$ cat src/rtl/uart_tx_os_if.sv
// rtl/uart_tx_os_if.sv - byte handshake between a producer and the oversampled UART transmitter
interface uart_tx_os_if #(
    parameter int DATA_BITS = 8
);
    logic [DATA_BITS-1:0] tx_data;
    logic                 tx_valid;
    logic                 tx_ready;

    modport master (
        output tx_data,
        output tx_valid,
        input  tx_ready
    );

    modport slave (
        input  tx_data,
        input  tx_valid,
        output tx_ready
    );
endinterface

$ cat src/rtl/uart_tx_os.sv
// rtl/uart_tx_os.sv - UART transmitter timed by an external oversampling baud tick
// Optional parity bit between data and stop bits when UART_TX_PARITY_EN is defined.
module uart_tx_os #(
    parameter int DATA_BITS  = 8,
    parameter int OVERSAMPLE = 16,
    parameter int STOP_BITS  = 1,
    parameter int PARITY_ODD = 0
) (
    input  logic         clk,
    input  logic         rst,
    input  logic         boud_in,
    uart_tx_os_if.slave  s,
    output logic         tx,
    output logic         busy,
    output logic         done
);
    localparam int             CW        = (OVERSAMPLE > 2) ? $clog2(OVERSAMPLE) : 1;
    localparam logic [CW-1:0]  TICK_LAST = CW'(OVERSAMPLE - 1);
    localparam logic [3:0]     IDX_LAST  = 4'(DATA_BITS - 1);
    localparam logic           STOP_LAST = (STOP_BITS == 2);

    typedef enum logic [2:0] {
        S_IDLE,
        S_START,
        S_DATA,
        S_PARITY,
        S_STOP
    } state_t;

    state_t               state_q, state_d;
    logic [CW-1:0]        tick_q, tick_d;
    logic [3:0]           bit_idx_q, bit_idx_d;
    logic                 stop_cnt_q, stop_cnt_d;
    logic [DATA_BITS-1:0] shift_q, shift_d;
    logic                 tx_q, tx_d;
    logic                 ready_q, ready_d;
    logic                 busy_q, busy_d;
    logic                 done_q, done_d;
    logic                 bit_end;
    logic                 accept;
    logic                 parity_bit;

    assign bit_end = boud_in && (state_q != S_IDLE) && (tick_q == TICK_LAST);
    assign accept  = s.tx_valid && ready_q;

`ifdef UART_TX_PARITY_EN
    localparam logic PODD = (PARITY_ODD != 0);
    logic [DATA_BITS-1:0] data_q, data_d;

    // Parity comes from the byte as accepted; the shift register is consumed by then.
    assign parity_bit = (^data_q) ^ PODD;

    always_ff @(posedge clk or posedge rst) begin
        if (rst) begin
            data_q <= '0;
        end else begin
            data_q <= data_d;
        end
    end

    always_comb begin
        data_d = data_q;
        if (state_q == S_IDLE && accept) begin
            data_d = s.tx_data;
        end
    end
`else
    assign parity_bit = 1'b0;
`endif

    always_ff @(posedge clk or posedge rst) begin
        if (rst) begin
            state_q    <= S_IDLE;
            tick_q     <= '0;
            bit_idx_q  <= '0;
            stop_cnt_q <= 1'b0;
            shift_q    <= '0;
            tx_q       <= 1'b1;
            ready_q    <= 1'b1;
            busy_q     <= 1'b0;
            done_q     <= 1'b0;
        end else begin
            state_q    <= state_d;
            tick_q     <= tick_d;
            bit_idx_q  <= bit_idx_d;
            stop_cnt_q <= stop_cnt_d;
            shift_q    <= shift_d;
            tx_q       <= tx_d;
            ready_q    <= ready_d;
            busy_q     <= busy_d;
            done_q     <= done_d;
        end
    end

    always_comb begin
        state_d    = state_q;
        tick_d     = tick_q;
        bit_idx_d  = bit_idx_q;
        stop_cnt_d = stop_cnt_q;
        shift_d    = shift_q;

        // The tick in the acceptance cycle is not counted: IDLE never advances the counter.
        if (state_q != S_IDLE && boud_in) begin
            tick_d = bit_end ? '0 : tick_q + 1'b1;
        end

        case (state_q)
            S_IDLE: begin
                if (accept) begin
                    state_d    = S_START;
                    shift_d    = s.tx_data;
                    tick_d     = '0;
                    bit_idx_d  = '0;
                    stop_cnt_d = 1'b0;
                end
            end
            S_START: begin
                if (bit_end) begin
                    state_d   = S_DATA;
                    bit_idx_d = '0;
                end
            end
            S_DATA: begin
                if (bit_end) begin
                    shift_d   = shift_q >> 1;
                    bit_idx_d = bit_idx_q + 4'd1;
                    if (bit_idx_q == IDX_LAST) begin
`ifdef UART_TX_PARITY_EN
                        state_d = S_PARITY;
`else
                        state_d = S_STOP;
`endif
                    end
                end
            end
            S_PARITY: begin
                if (bit_end) begin
                    state_d = S_STOP;
                end
            end
            S_STOP: begin
                if (bit_end) begin
                    if (stop_cnt_q == STOP_LAST) begin
                        state_d    = S_IDLE;
                        stop_cnt_d = 1'b0;
                    end else begin
                        stop_cnt_d = 1'b1;
                    end
                end
            end
            default: begin
                state_d = S_IDLE;
            end
        endcase
    end

    // Outputs are decoded from the next state so they land in flops alongside it.
    always_comb begin
        tx_d    = 1'b1;
        ready_d = (state_d == S_IDLE);
        busy_d  = (state_d != S_IDLE);
        done_d  = (state_q == S_STOP) && bit_end && (stop_cnt_q == STOP_LAST);
        case (state_d)
            S_IDLE:   tx_d = 1'b1;
            S_START:  tx_d = 1'b0;
            S_DATA:   tx_d = shift_d[0];
            S_PARITY: tx_d = parity_bit;
            S_STOP:   tx_d = 1'b1;
            default:  tx_d = 1'b1;
        endcase
    end

    assign tx         = tx_q;
    assign busy       = busy_q;
    assign done       = done_q;
    assign s.tx_ready = ready_q;
endmodule

$ cat src/flat_wrapper.sv
// flat-port wrapper written by rule: the top's interface ports become plain ports
module uart_tx_os_flat 
#(
    parameter int DATA_BITS  = 8,
    parameter int OVERSAMPLE = 16,
    parameter int STOP_BITS  = 1,
    parameter int PARITY_ODD = 0
)
  (clk, rst, boud_in, tx, busy, done, s_tx_data, s_tx_valid, s_tx_ready);
  uart_tx_os_if #(.DATA_BITS(DATA_BITS)) s_i ();
  input  logic clk;
  input  logic rst;
  input  logic boud_in;
  output logic tx;
  output logic busy;
  output logic done;
  input wire logic [$bits(s_i.tx_data)-1:0] s_tx_data;
  input wire logic [$bits(s_i.tx_valid)-1:0] s_tx_valid;
  output wire logic [$bits(s_i.tx_ready)-1:0] s_tx_ready;
  assign s_i.tx_data = s_tx_data;
  assign s_i.tx_valid = s_tx_valid;
  assign s_tx_ready = s_i.tx_ready;
  uart_tx_os #(.DATA_BITS(DATA_BITS), .OVERSAMPLE(OVERSAMPLE), .STOP_BITS(STOP_BITS), .PARITY_ODD(PARITY_ODD)) u_core (.clk(clk), .rst(rst), .boud_in(boud_in), .s(s_i), .tx(tx), .busy(busy), .done(done));
endmodule
$ cat config.mk
export PLATFORM = sky130hd
export DESIGN_NAME = uart_tx_os_flat
export DESIGN_NICKNAME = d
export VERILOG_FILES = /design/src/rtl/uart_tx_os_if.sv /design/src/rtl/uart_tx_os.sv /design/src/flat_wrapper.sv
export SDC_FILE = /design/constraint.sdc
export NUM_CORES = 1
export LEC_CHECK = 0
export BUFFER_PORTS_ARGS = -buffer_cell sky130_fd_sc_hd__clkbuf_2
export CORE_MARGIN = 2
export CORE_UTILIZATION = 35
export DETAILED_ROUTE_END_ITERATION = 8
export GPL_ROUTABILITY_DRIVEN = 0
export SKIP_LAST_GASP = 1
export SYNTH_ARGS = -nofsm -noshare
export SYNTH_HDL_FRONTEND = slang
export SYNTH_SLANG_ARGS = --single-unit
$ cat constraint.sdc
create_clock -name clk -period 1.74 [get_ports clk]
set_input_delay 0.087 -clock clk [delete_from_list [all_inputs] [get_ports clk]]
set_output_delay 0.087 -clock clk [all_outputs]
set_load 0.01 [all_outputs]
== After elaboration in Yosys (flattened, before gate mapping) ==
Cells that the tools add are included.

* Word-level logic and storage cells: 66
* Memory bits (writable): 0
* Bits in read-only memories: 0
* Output and inout port bits: 4
* Register bits after elaboration: 24
* Memories kept: 0
* Bits in latches: 0

* Multipliers: 0
* Bitwise operators: 1
* Multiplexer cells: 24
* Reduce and logical (&&, ||, !) cells: 16
* Shift-type cells: 0
* Div/mod/pow operators: 0
* $add $sub $neg: 2
* $lt $le $gt $ge: 0
* Eq/ne operators: 13

{| class="wikitable"
|+ Operator list
! operator !! number
|-
| two-way mux 4 bit || 7
|-
| two-way mux 3 bit || 7
|-
| two-way mux 8 bit || 2
|-
| case mux 8 bit (2 select lines) || 1
|-
| case mux 3 bit (5 select lines) || 1
|-
| equality test 3 x 2 -> 1 bit (second input constant) || 4
|-
| case mux 4 bit (3 select lines) || 1
|-
| nonzero test 3 bit || 3
|-
| adder 4 x 1 -> 4 bit (second input constant) || 2
|-
| inequality test 2 x 1 -> 1 bit (second input constant) || 4
|-
| equality test 3 x 1 -> 1 bit (second input constant) || 2
|-
| logical NOT 3 bit || 2
|-
| AND reduction 3 bit || 2
|-
| logical AND 1 bit || 5
|-
| equality test 4 x 3 -> 1 bit (second input constant) || 1
|-
| equality test 4 bit (second input constant) || 1
|-
| case mux 1 bit (2 select lines) || 2
|-
| AND reduction 4 bit || 1
|-
| nonzero test 2 bit || 2
|-
| equality test 3 bit (second input constant) || 1
|-
| two-way mux 1 bit || 3
|-
| OR reduction 2 bit || 1
|-
| inverter 1 bit || 1
|}

== Longest topological paths before layout ==
Gate-level depths: netlist (run 1).

* Depth in word-level cells: 8
* Mapped depth: 6
* Gate-level depth less buffers: 5

== Worst setup path before layout (run 1) ==
OpenSTA, ideal clock, no wires.

* Path type: register -> register
* From: reg u_core.tick_q[0]
* To: reg u_core.tx_q (netlist: u_core.tx)
* Data arrival time: 1,762 ps
* Required time: 1,647 ps
* Path slack: -115 ps
* Cell stages (with the launch flop): 6
* Path through: dfrtp_1 -> ha_1 -> nand4_4 -> a2111o_1 -> a222oi_1 -> a21oi_1

* Cells in the longest elaborated chain, start to end: 7
* Elaborated cells between the ends (all ways): 14
* Classes of those cells: eq/ne (4); mux (8); reduce/logical (2)

{| class="wikitable"
|+ RTL lines
! what !! line !! source
|-
| from (decl) || uart_tx_os.sv:31 || <nowiki>logic [CW-1:0] tick_q, tick_d;</nowiki>
|-
| from (signal assigned) || uart_tx_os.sv:84 || <nowiki>tick_q <= tick_d;</nowiki>
|-
| equality test 4 bit (*) || uart_tx_os.sv:43 || <nowiki>assign bit_end = boud_in && (state_q != S_IDLE) && (tick_q == TICK_LAST);</nowiki>
|-
| logical AND 1 bit (*) || uart_tx_os.sv:43 ||
|-
| two-way mux 3 bit (on tied branches) || -- ||
|-
| case mux 3 bit (5 select lines) || uart_tx_os.sv:107 || <nowiki>case (state_q)</nowiki>
|-
| equality test 3 x 1 -> 1 bit / equality test 3 x 2 -> 1 bit (equally long branches) || uart_tx_os.sv:163 || <nowiki>case (state_d)</nowiki>
|-
| OR reduction 2 bit (no source line) || -- ||
|-
| case mux 1 bit (2 select lines) (*) || uart_tx_os.sv:163 ||
|-
| net u_core.tx_d || uart_tx_os.sv:35 || <nowiki>logic tx_q, tx_d;</nowiki>
|-
| to (signal assigned) || uart_tx_os.sv:88 || <nowiki>tx_q <= tx_d;</nowiki>
|-
| to (decl) || uart_tx_os.sv:35 ||
|}

Mark *: on every way through the listed nets, which the timed path passes. The rest lies on a longest branch. The select of a mux whose other input is x is not followed.
A chain may end at the register's enable or synchronous reset.

== Worst setup path in the final report (run 1) ==
* From: reg u_core.tick_q[0]
* To: reg u_core.shift_q[6]

* Cells in the longest elaborated chain, start to end: 4

{| class="wikitable"
|+ RTL lines
! what !! line !! source
|-
| equality test 4 bit || uart_tx_os.sv:43 ||
|-
| logical AND 1 bit || uart_tx_os.sv:43 ||
|-
| inequality test 2 x 1 -> 1 bit (no source line) || -- ||
|-
| AND reduction 3 bit (no source line) || -- ||
|-
| to (signal assigned) || uart_tx_os.sv:87 || <nowiki>shift_q <= shift_d;</nowiki>
|-
| to (decl) || uart_tx_os.sv:34 || <nowiki>logic [DATA_BITS-1:0] shift_q, shift_d;</nowiki>
|}

No other way between the ends.

==> results.cfg, run 1 <==
[hold_path]
whs_path_depth = 3
holdPathEnd = u_core.shift_q[5]
worstHoldStart = s_tx_data[5]
hold_path_class = in2reg

[clocking]
clk_pin_slew_ns = 0.12
cts_root_buf = clkbuf_4
clock_latency_ns = 0.30
numCtsBuffers = 3
cts.sinks = 23
cts_tree = done
cts_max_level = 1
clk_path_buf_depth = 2

[power]
p_leak_nw = 0.678
p_per_area_nw_per_um2 = 846
ir_worst_vdd_v = 0.000651

[sta]
maxSlewViolCount = 0
maxSlewHeadroom = 0.725
rsz0062_at_grt = true
worst_pin_slew_ns = 0.413
post-route-period-util = 0.999
setup_viol = 0
final.setup.tns_ns = 0
fin_skew_ns = 0.00392
fmax_mhz = 575
holdWs_ns = 0.00739
hold_viol = 0
period_needed_ns = 1.74

[global_routing]
antenna_found_initial = 0
grt_max_degree = 24
grt_pass1_wl_um = 3710
grt-ovfl-total = 0
grt_use_total = 0.141
grt_pass1_vias = 841

[cells_and_area]
drive_gt1_frac = 0.341
final_common_cell = dfrtp_1
fin_util = 0.453
final_cell_mix = dfrtp_1, clkbuf_2, inv_1
area_growth_pct = 25.3
antennaDiodeCount = 0
nets = 144

[route]
avgRoutedWirePerCell_um = 13.2
drtAntennaViolNets = 0
via_per_inst = 5.25
drc = 0
vias = 851
routed_wl_um = 2130
first_pass_iters = 5
first_iter_violations = 25

[yosys]
ys.flop_type = dfrtp_1
synth_edf_count = 0
synth_area_per_cell_um2 = 11.0
ys_types = 35
synth_area_leader_cell = dfrtp_1
yosysSeqAreaShare = 0.537
async_reset_ff_frac = 1.00
synth_area_leaders = dfrtp_1, a222oi_1, dfstp_2, inv_1, a21oi_1
synthesis.area_um2 = 1080
syn_inst = 98
synth_top_area_share = 0.488
syn_nets = 112
yosysWarnings = 0
yosys_register_bits = 23

[worst_setup_path]
arrival_ns = 1.94
critPathRequiredTime_ns = 1.94
reg2regPathDepth = 6
end_kind = flip-flop
crit_chain = ha_4 > nand4_4 > a2111o_1 > buf_6 > a222oi_1 > inv_1
cp-start-kind = flip-flop
cpPeakStageDelay_ns = 0.41
critPathMaxFanout = 7
worstReg2RegEnd = u_core.shift_q[6]
ff2ff_setup_slack_ns = 0.002
timing.rr.start = u_core.tick_q[0]
crit_type = reg2reg
cp_slowest_cell = dfrtp_1

[floorplanning]
coreArea_um2 = 2980
fp.dieH_um = 59.5
rows = 20
initial_core_util = 0.362
ios = 16
die_area_um2 = 3540
die_width_um = 59.5

[place]
io_buffer_count = 15
dpl.hpwl_um = 1550

[status]
outcome = finished clean

[job]
timing.max_cap.violations = 0
## layout make-up
class	count	area [um^2]
Clock buffer	4	26.3
Fill cell	270	1630
Inverter	11	41.3
Multi-Input combinational cell	61	459
Sequential cell	23	578
Tap cell	33	41.3
Timing Repair Buffer	30	204
## how the worst max path moves through the flow
stage | from | endpoint | cells past startpoint
after floorplan | u_core.tick_q[0] | u_core.tx | 5
after global placement | u_core.tick_q[1] | u_core.busy | 6
after detailed placement | u_core.tick_q[1] | u_core.busy | 6
after CTS | u_core.tick_q[0] | u_core.busy | 6
after global routing | u_core.tick_q[0] | u_core.shift_q[4] | 6
final | u_core.tick_q[0] | u_core.shift_q[6] | 6
## kinds of logic (layout without fill, tap and decap cells)
logic type	Yosys count	in the layout	share of synthesized area
AO/OA/AOI/OAI	28	28	0.193
XOR/XNOR	2	2	0.0163
adder cells (fa/ha/maj)	2	2	0.0232
buffers and inverters	14	45	0.0592
flip-flops	23	23	0.537
multiplexers	1	1	0.0105
AND/OR/NAND/NOR	28	28	0.161
## Yosys cell counts, drive strengths merged (4+ instances only)
master  number
a222oi       7
inv         11
nor2         4
nand2        8
a21oi        6
dfrtp       21
o21ai        6
## critical path, delay by kind of cell (launching register included)
| family | cells | cell delay, ns |
|---|---|---|
| AOI/OAI and AO/OA | 2 | 0.73 |
| and+or+nand+nor | 1 | 0.10 |
| adders and majority gates | 1 | 0.17 |
| DFF | 1 | 0.41 |
| buffers and inverters | 2 | 0.22 |
## timing repair
item / 4_1_cts / 5_1_grt
endpoints found under the setup margin: 8 / 12
hold buffers: 2 / 3
setup buffers: 1 / 0
hold endpoints to repair: 22 / 3
pin swaps: 7 / 1
resized for setup: 1 / 3
## flip-flops by register name (all words and copies together), names as in the netlist
name	cells
u_core.done	1
u_core.shift_q	8
u_core.s.tx_ready	1
u_core.busy	1
u_core.bit_idx_q	4
u_core.state_q	3
u_core.tx	1
u_core.tick_q	4
## report_power, final
| group | internal, mW | switching (mW) |
|---|---|---|
| logic | 0.131 | 0.108 |
| registers | 0.594 | 0.0723 |
| clock network | 0.0893 | 0.148 |
| total | 0.814 | 0.328 |
## stage by stage
step	std cells	setup slack (ns)	instance area, um^2	power (mW)
finish	162	0.00225	1350	1.14
CTS	159	-0.0142	1310	1.16
global placement	152	-0.0309	1250	0.884
global route	162	-0.0787	1350	1.24
detailed placement	152	-0.0213	1250	0.902
floorplan	98	0.00967	1090	0.812
## metal layers
metal,vias to the layer above,routed length (um),track usage
met1,404,937,0.192
met5,-,0,0
met3,2,94,0.0328
met2,17,1090,0.215
li1,428,-,-
met4,0,14,0.0584
Power figures use the tool's default switching activity.
==> run 2: changes to the inputs <==
- CORE_ASPECT_RATIO: default -> 1.25
==> run 2 against run 1 <==
Effect of this change:
- flip-flop and latch count unchanged
- highest routed layer unchanged
- sequential share of layout area down 1.3 points
- routed wire length up 6.8%
- combinational power up 10%
- clock power about the same
- critical path type unchanged
- cell area up 3.1%
- non-clock buffer count up 3
- worst hold slack better by 0.015 ns
- final cell count up 3.7%
- die area about the same
- largest cell class unchanged
- maximum frequency up 1.7%
==> results.cfg, run 2 (synthesis gave the netlist of run 1 again) <==
[status]
outcome = finished clean

[worst_setup_path]
timing.rr.start = u_core.tick_q[1]
critPathMaxFanout = 7
cp_slowest_cell = dfrtp_1
ff2ff_setup_slack_ns = 0.03
critPathRequiredTime_ns = 1.94
arrival_ns = 1.91
worstReg2RegEnd = u_core.shift_q[2]
path_delay_family = compound AO/OA/AOI/OAI gates
cp_num_cells = 6
crit_type = reg2reg
cp-start-kind = flip-flop
worst-path-buf-inv = 2
critPathLaunch = u_core.tick_q[1]
cpPeakStageDelay_ns = 0.41
end_kind = flip-flop
crit_chain = ha_4 > nand4_4 > a2111o_1 > buf_6 > a222oi_1 > inv_1
reg2regPathDepth = 6

[global_routing]
grt_use_total = 0.151
antenna_found_initial = 0
grt_use_met3 = 0.0204
grtUsageMet2 = 0.265
grt-ovfl-total = 0
grt_max_degree = 24
grt.busiest_layer = met2
use_met1 = 0.181
grt_pass1_vias = 904
grt_pass1_wl_um = 3910

[route]
via_per_inst = 5.23
drc = 0
vias = 878
first_iter_violations = 40
avgRoutedWirePerCell_um = 13.6
routed_wl_um = 2280
first_pass_iters = 7
drtAntennaViolNets = 0

[place]
dp.cells = 155
dp_slack_ns = -0.0402
dpl.hpwl_um = 1630
io_buffer_count = 15

[floorplanning]
coreArea_um2 = 2950
fp.dieH_um = 66.0
rows = 22
ios = 16
initial_core_util = 0.366
die_width_um = 53.6
die_area_um2 = 3540

[cells_and_area]
antennaDiodeCount = 0
top_regs = u_core.shift_q: 8 flops, u_core.bit_idx_q: 4 flops, u_core.tick_q: 4 flops
nets = 147
instances_no_fill = 168
area_growth_pct = 29.2
drive_gt1_frac = 0.356
final_cell_mix = dfrtp_1, clkbuf_2, inv_1, buf_4, nand2_1
largest_reg_flops = 8
nFillCells = 273
regMostFlops = u_core.shift_q
final_common_cell = dfrtp_1

[power]
ir_worst_vdd_v = 0.000531
p_leak_nw = 0.697
p_per_area_nw_per_um2 = 838
power_mw = 1.17

[sta]
fin_skew_ns = 0.00248
final.setup.tns_ns = 0
worst_pin_slew_ns = 0.487
maxSlewHeadroom = 0.673
fmax_mhz = 585
post-route-period-util = 0.982
hold_viol = 0
maxSlewViolCount = 0
rsz0062_at_grt = true
setup_viol = 0
finalWorstSetupSlack_ns = 0.0310
period_needed_ns = 1.71

[hold_path]
whs_path_depth = 3
holdPathEnd = u_core.shift_q[6]
worstHoldStart = s_tx_data[6]
hold_path_class = in2reg

[clocking]
cts_tree = done
numCtsBuffers = 3
cts_max_level = 1
clk_pin_slew_ns = 0.12
cts.sinks = 23
clock_latency_ns = 0.30
clk_path_buf_depth = 2
cts_root_buf = clkbuf_4

[job]
timing.max_cap.violations = 0
[run 2: cell types whose count changed in the layout (fill, tap and decap cells not counted), sizes merged]
cell | previous run | this run
clkbuf | 19 | 18
clkinv | 0 | 1
dlygate4sd3 | 5 | 6
buf | 10 | 12
[run 2: worst reg2reg max path, delay by kind of cell, from the launching register on]
family,cells,cell delay [ns]
AO/OA/AOI/OAI,2,0.74
flip-flops,1,0.41
buffers and inverters,2,0.22
adder cells (fa/ha/maj),1,0.17
AND/OR/NAND/NOR,1,0.07
[run 2: what timing repair did]
item,in CTS,in global routing
hold endpoints to repair,26,0
setup endpoints to repair,9,13
pin swaps,5,8
gates cloned,0,0
setup buffers,2,1
hold buffers,6,0
gates resized for setup,3,2
[run 2: routing by layer]
layer | routed length, um | up-vias | part of all wire
met5 | 0 | - | 0
met4 | 23 | 0 | 0.010
met3 | 83 | 2 | 0.036
met2 | 1240 | 12 | 0.54
met1 | 929 | 432 | 0.41
li1 | - | 432 | -
[run 2: how the worst max path moves through the flow]
| stage | end | slack, ns |
|---|---|---|
| finish | u_core.shift_q[2] | 0.03 |
| global route | u_core.shift_q[2] | -0.11 |
| CTS | u_core.shift_q[3] | -0.01 |
| global placement | u_core.busy | -0.03 |
| detailed placement | u_core.busy | -0.04 |
| floorplan | u_core.tx | 0.01 |
[run 2: layout make-up]
class / count / area [um^2] / area share
Clock buffer: 3 / 22.5 / 0.0162
Inverter: 11 / 41.3 / 0.0297
Sequential cell: 23 / 578 / 0.415
Timing Repair Buffer: 33 / 229 / 0.165
Tap cell: 36 / 45.0 / 0.0324
Clock inverter: 1 / 5.00 / 0.00360
Multi-Input combinational cell: 61 / 470 / 0.338
[run 2: per-stage QoR]
step                hold slack (ns)  instance area (um^2)   util
detailed placement            0.123                  1250  0.426
global route                 0.0122                  1390  0.472
CTS                         0.00869                  1370  0.463
finish                       0.0219                  1390  0.472
global placement              0.118                  1250  0.426
floorplan                    0.0874                  1090      -
[run 2: where the power goes]
group          switching, mW  internal, mW
Combinational          0.116         0.147
Clock                  0.154        0.0857
Sequential            0.0708         0.594
